File: src/rtl/motoro3_step_sequencer.sv
// Six-step commutation and PWM gate scheduler for the 3-phase drive.
// Each step starts with a dead-time window; gates are derived from next-state values so every output is registered.
module motoro3_step_sequencer #(
    parameter int DEAD_CLKS = 16,
    parameter int PWM_W     = 12
) (
    input  logic        clk,
    input  logic        nRst,
    input  logic        m3r_enable,
    input  logic [24:0] m3r_stepCNT_speedSET,
    input  logic [1:0]  m3r_stepSplitMax,
    input  logic [15:0] pwmLENpos,
    output logic [3:0]  lcStep,
    output logic [1:0]  m3LpwmSplitStep,
    output logic [15:0] slLen,
    output logic [2:0]  m3_hi,
    output logic [2:0]  m3_lo,
    output logic        stepTick,
    output logic        m3_running
);

    // state | meaning
    // IDLE  | disabled, all gates off, slLen forced to 0
    // DEAD  | start of a step, all gates off for DEAD_CLKS clocks
    // RUN   | selected high side PWM-modulated, selected low side on
    typedef enum logic [1:0] {
        ST_IDLE = 2'd0,
        ST_DEAD = 2'd1,
        ST_RUN  = 2'd2
    } state_t;

    localparam logic [7:0]       DEAD_LAST = 8'(DEAD_CLKS - 1);
    localparam logic [15:0]      PWM_MAX16 = 16'((1 << PWM_W) - 1);
    localparam logic [PWM_W-1:0] PWM_ONE   = PWM_W'(1);

    state_t           state, state_nxt;
    logic [24:0]      step_cnt, step_nxt;
    logic [7:0]       dead_cnt, dead_nxt;
    logic [PWM_W-1:0] pwm_cnt, pwm_nxt;
    logic [PWM_W-1:0] on_len, on_nxt;
    logic [24:0]      speed_l, speed_nxt;
    logic [1:0]       split_l, split_nxt;
    logic [3:0]       lc_nxt;
    logic             tick_nxt;

    logic [24:0]      speed_clamp;
    logic [PWM_W-1:0] len_clamp;

    logic [1:0]       split_sel;
    logic [25:0]      q1, q2, q3, step_ext;
    logic [1:0]       qi, sub_d, tbl_idx;
    logic [15:0]      sl_d;
    logic [2:0]       hi_d, lo_d;
    logic             running_d;

    assign speed_clamp = (m3r_stepCNT_speedSET < 25'd8) ? 25'd8 : m3r_stepCNT_speedSET;
    assign len_clamp   = (pwmLENpos > PWM_MAX16) ? PWM_MAX16[PWM_W-1:0] : pwmLENpos[PWM_W-1:0];

    always_ff @(posedge clk or negedge nRst) begin
        if (!nRst) begin
            state           <= ST_IDLE;
            step_cnt        <= '0;
            dead_cnt        <= '0;
            pwm_cnt         <= '0;
            on_len          <= '0;
            speed_l         <= 25'd8;
            split_l         <= '0;
            lcStep          <= '0;
            m3LpwmSplitStep <= '0;
            slLen           <= '0;
            m3_hi           <= '0;
            m3_lo           <= '0;
            stepTick        <= 1'b0;
            m3_running      <= 1'b0;
        end else begin
            state           <= state_nxt;
            step_cnt        <= step_nxt;
            dead_cnt        <= dead_nxt;
            pwm_cnt         <= pwm_nxt;
            on_len          <= on_nxt;
            speed_l         <= speed_nxt;
            split_l         <= split_nxt;
            lcStep          <= lc_nxt;
            m3LpwmSplitStep <= sub_d;
            slLen           <= sl_d;
            m3_hi           <= hi_d;
            m3_lo           <= lo_d;
            stepTick        <= tick_nxt;
            m3_running      <= running_d;
        end
    end

    always_comb begin
        state_nxt = state;
        step_nxt  = step_cnt;
        dead_nxt  = dead_cnt;
        pwm_nxt   = pwm_cnt;
        on_nxt    = on_len;
        speed_nxt = speed_l;
        split_nxt = split_l;
        lc_nxt    = lcStep;
        tick_nxt  = 1'b0;
        if (!m3r_enable) begin
            state_nxt = ST_IDLE;
            step_nxt  = '0;
            dead_nxt  = '0;
            pwm_nxt   = '0;
        end else begin
            case (state)
                ST_IDLE: begin
                    state_nxt = ST_DEAD;
                    lc_nxt    = '0;
                    step_nxt  = '0;
                    dead_nxt  = '0;
                    pwm_nxt   = '0;
                    speed_nxt = speed_clamp;
                    split_nxt = m3r_stepSplitMax;
                end
                ST_DEAD, ST_RUN: begin
                    pwm_nxt = pwm_cnt + PWM_ONE;
                    if (pwm_cnt == '0)
                        on_nxt = len_clamp;
                    // Dead time counts toward the step, so the boundary can cut DEAD short.
                    if (step_cnt == speed_l - 25'd1) begin
                        state_nxt = ST_DEAD;
                        step_nxt  = '0;
                        dead_nxt  = '0;
                        tick_nxt  = 1'b1;
                        lc_nxt    = (lcStep >= 4'd5) ? 4'd0 : lcStep + 4'd1;
                        speed_nxt = speed_clamp;
                        split_nxt = m3r_stepSplitMax;
                    end else begin
                        step_nxt = step_cnt + 25'd1;
                        if (state == ST_DEAD) begin
                            if (dead_cnt == DEAD_LAST)
                                state_nxt = ST_RUN;
                            else
                                dead_nxt = dead_cnt + 8'd1;
                        end
                    end
                end
                default: state_nxt = ST_IDLE;
            endcase
        end
    end

    always_comb begin
        running_d = (state_nxt != ST_IDLE);

        // Leaving IDLE, split_l still holds the old value and step_cnt is 0.
        split_sel = (state == ST_IDLE) ? m3r_stepSplitMax : split_l;
        q1        = {3'b000, speed_l[24:2]};
        q2        = q1 << 1;
        q3        = q1 + q2;
        step_ext  = {1'b0, step_cnt};
        if (step_ext >= q3)
            qi = 2'd3;
        else if (step_ext >= q2)
            qi = 2'd2;
        else if (step_ext >= q1)
            qi = 2'd1;
        else
            qi = 2'd0;
        sub_d   = (qi > split_sel) ? split_sel : qi;
        tbl_idx = 2'd3 - split_sel + sub_d;
        case (tbl_idx)
            2'd0:    sl_d = 16'd16384;
            2'd1:    sl_d = 16'd32768;
            2'd2:    sl_d = 16'd49152;
            default: sl_d = 16'd65535;
        endcase
        if (state_nxt == ST_IDLE) begin
            sub_d = '0;
            sl_d  = '0;
        end

        hi_d = '0;
        lo_d = '0;
        if (state_nxt == ST_RUN) begin
            case (lc_nxt)
                4'd0:    begin hi_d[0] = (pwm_nxt < on_nxt); lo_d[1] = 1'b1; end
                4'd1:    begin hi_d[0] = (pwm_nxt < on_nxt); lo_d[2] = 1'b1; end
                4'd2:    begin hi_d[1] = (pwm_nxt < on_nxt); lo_d[2] = 1'b1; end
                4'd3:    begin hi_d[1] = (pwm_nxt < on_nxt); lo_d[0] = 1'b1; end
                4'd4:    begin hi_d[2] = (pwm_nxt < on_nxt); lo_d[0] = 1'b1; end
                4'd5:    begin hi_d[2] = (pwm_nxt < on_nxt); lo_d[1] = 1'b1; end
                default: begin hi_d = '0; lo_d = '0; end
            endcase
        end
    end

endmodule
File: config.mk
export PLATFORM = sky130hd
export DESIGN_NAME = motoro3_step_sequencer
export DESIGN_NICKNAME = d
export VERILOG_FILES = /design/src/rtl/motoro3_step_sequencer.sv
export SDC_FILE = /design/constraint.sdc
export NUM_CORES = 1
export LEC_CHECK = 0
export ABC_CLOCK_PERIOD_IN_PS = 6800
export BUFFER_PORTS_ARGS = -buffer_cell sky130_fd_sc_hd__buf_2
export CAP_MARGIN = 15
export CELL_PAD_IN_SITES_DETAIL_PLACEMENT = 1
export CELL_PAD_IN_SITES_GLOBAL_PLACEMENT = 2
export CORE_AREA = 2 2 178 145
export DETAILED_ROUTE_END_ITERATION = 8
export DIE_AREA = 0 0 180 147
export PLACE_DENSITY_LB_ADDON = 0.1
export SETUP_SLACK_MARGIN = 0.05
export SYNTH_ARGS = -nofsm -noshare
export SYNTH_HDL_FRONTEND = slang
export SYNTH_SLANG_ARGS = --single-unit
File: constraint.sdc
create_clock -name clk -period 6.8 [get_ports clk]
set_input_delay 1.36 -clock clk [delete_from_list [all_inputs] [get_ports clk]]
set_output_delay 1.36 -clock clk [all_outputs]
set_load 0.005 [all_outputs]
==> results.json <==
{
  "status": "finished, final reports clean",
  "synth_edf_count": 0,
  "crit_top_cell": "ha_1",
  "viasPerCell": 5.41,
  "r2r_cells": 29,
  "remaining_drc_errors": 0,
  "fin_setup_tns_ns": 0,
  "ys_seq_area_frac": 0.279,
  "hp-class": "reg -> reg",
  "synth_mux_area_frac": 0.0417,
  "synth_fp_nets": 1242,
  "worstMarginPinSlew_ns": 1.07,
  "synth_cells": 1049,
  "place_hpwl_um": 21100,
  "ys_seq_elements": 103,
  "fp.dieH_um": 147,
  "crit_type": "reg -> reg",
  "nFillCells": 2948,
  "gp_congestion": 0.871,
  "holdPathStages": 1,
  "setup_violations": 0,
  "row_count": 52,
  "finalCritPeriodShare": 0.918,
  "synth_area_sq_um": 9240,
  "endpoint_kind": "flip-flop",
  "critPathLaunchType": "flip-flop",
  "drt_first_iter_violations": 373,
  "synthSimpleGateAreaFrac": 0.192,
  "synthTopCellsByArea": "dfrtp_1 (28%), ha_1 (20%), o21ai_0 (4.2%)",
  "period_minus_slack_ns": 6.24,
  "async_reset_ff_frac": 1.00,
  "synth_commonest_cells": "ha_1 (146), dfrtp_1 (102), nand2_1 (89)",
  "synth_cell_types": 78,
  "synth_top_family_by_area": "adder cells",
  "syn_to_final_growth_pct": 9.99,
  "synth_top_area_frac": 0.276,
  "max_clock_freq_ghz": 0.160,
  "layout.nets": 1296,
  "placed_cell_area_sq_um": 9860,
  "clockBufferDepth": 2,
  "synthAdderAreaFrac": 0.200,
  "cts_root_buf": "clkbuf_16",
  "grt_start_max_net_pins": 62,
  "rsz0062_at_grt": "no",
  "drv_slew": 0,
  "htreeDepth": 3,
  "finalClockSkew_ns": 0.0118,
  "cellPowerDensity_nw_per_um2": 244,
  "design_area_sq_um": 10200,
  "ir_drop_mv": 0.113,
  "grt_pass1_wl_um": 43600,
  "antenna_found_initial": 1,
  "antenna_cells": 0,
  "cp.required_ns": 7.09,
  "power_leakage_nw": 4.89,
  "cts.sinks": 103,
  "synthFlopType": "dfrtp_1",
  "synth-xor-area-share": 0.0716,
  "dr.pass1.iters": 5,
  "grt_pass1_vias": 7751,
  "cpPeakStageDelay_ns": 0.58,
  "crit_slowest_cell": "dfstp_2",
  "setup_ws_ns": 0.556,
  "wire_per_inst_um": 18.5,
  "core-area_sq_um": 24800,
  "max_cap_violations": 0,
  "clkTransAtPathRegs_ns": 0.09,
  "die_w_um": 180,
  "drt-total-wl_um": 26500,
  "pre_cts_slack_ns": 0.311,
  "final_util": 0.410,
  "syn_avg_cell_area_sq_um": 8.81,
  "start_util": 0.373,
  "yosysTopAreaCell": "dfrtp_1",
  "cts-buffers-inserted": 9,
  "dieArea_sq_um": 26500,
  "grt_use_total": 0.207,
  "clock_latency_ns": 0.36,
  "io_pins": 76,
  "ant_nets": 0,
  "finalHoldViolCount": 0,
  "overflow": 0,
  "ys_warn_count": 0,
  "max_slew_margin": 0.276,
  "synth_compound_area_frac": 0.162,
  "cp_max_fo": 6,
  "crit_arrival_ns": 6.54,
  "cts_tree": "done",
  "port_buffers": 75,
  "via_count": 7740,
  "yosysMostFrequentCell": "ha_1",
  "layout-drive-gt1-share": 0.110
}
[cell usage in the layout (no fill, tap or decap), drive strengths merged, types with 3 or more instances in the layout]
cell and n:
nand3 29, inv 74, a21oi 41, o211ai 9
nor3 23, xnor2 40, clkbuf 10, ha 146
a2111oi 6, or2 3, and2 12, a211oi 6
nand2b 10, a21o 24, and3 22, nand4b 3
xor2 33, nor2b 19, a31oi 9, clkinv 3
mux2 26, o31a 4, nand4 27, mux2i 8
nand2 90, dfrtp 102, nor4 15, or4 6
buf 83, o21a 18, nor2 71, o21ai 79
or3 8, o31ai 9
[through the flow]
step	hold slack [ns]	total power, mW	instances
2_1_floorplan	0.440	1.59	1049
3_3_place_gp	0.470	1.92	1416
3_5_place_dp	0.482	1.94	1416
4_1_cts	0.499	2.50	1432
5_1_grt	0.526	2.69	1432
6_report	0.491	2.48	1432
[cells by family (layout without fill, tap and decap cells)]
group,Yosys count,in the layout
adder cells (fa/ha/maj),147,147
multiplexers,34,34
AND/OR/NAND/NOR,349,349
XOR/XNOR,74,74
AO/OA/AOI/OAI,231,231
buffers and inverters,111,170
flip-flops,103,103
[critical path, delay by kind of cell, from the launching register on]
family                     cells  cell delay, ns
buffers and inverters          4            0.46
adders and majority gates      4            1.06
DFF                            1            0.58
AOI/OAI and AO/OA             15            3.27
xor gates and xnor gates       2            0.35
and+or+nand+nor                4            0.45
[power breakdown]
| group | internal, mW | total [mW] | switching [mW] | leakage, nW |
|---|---|---|---|---|
| clock network | 0.260 | 0.544 | 0.284 | 0.142 |
| logic | 0.493 | 1.17 | 0.682 | 3.41 |
| registers | 0.675 | 0.759 | 0.0831 | 1.34 |
| total | 1.43 | 2.48 | 1.05 | 4.89 |
[state kept, by name, summed over array words and instances, names as in the netlist]
name	flops
slLen	3
lcStep	4
m3_hi	3
split_l	2
on_len	12
stepTick	1
m3_lo	3
step_cnt	25
dead_cnt	8
pwm_cnt	12
m3LpwmSplitStep	2
speed_l	25
m3_running	1
state	2
[routing by layer]
metal  part of all wire  GRT usage  up-vias
met4             0.0077     0.0350        0
met3              0.032     0.0238       13
met2               0.42      0.308      110
met1               0.54      0.323     3773
met5                  0          0        -
li1                   -          -     3844
[final cells by class]
type,count,area (sq um),share of cell area
multi-input combinational,835,6180,0.608
sequential,103,2580,0.254
timing repair buffer,83,438,0.0431
tap,324,405,0.0399
inverter,71,267,0.0262
clock buffer,10,229,0.0225
clock inverter,6,62.6,0.00616
[worst paths after layout]
path,startpoint,end,slack (ns)
worst max-delay path,speed_l[3],slLen[14],0.56
worst min-delay path,dead_cnt[7],dead_cnt[7],0.49
worst max register to register,speed_l[3],slLen[14],0.56
worst min register to register,dead_cnt[7],dead_cnt[7],0.49
max in group asynchronous,nRst,step_cnt[23],4.51
min in group asynchronous,nRst,speed_l[4],0.99
[repair_timing]
action / in CTS / in global routing
endpoints found under the setup margin: 0 / 3
setup buffers: 0 / 0
gates resized for setup: 0 / 5
hold buffers: 0 / 0
(Power assumes the default switching activity.)
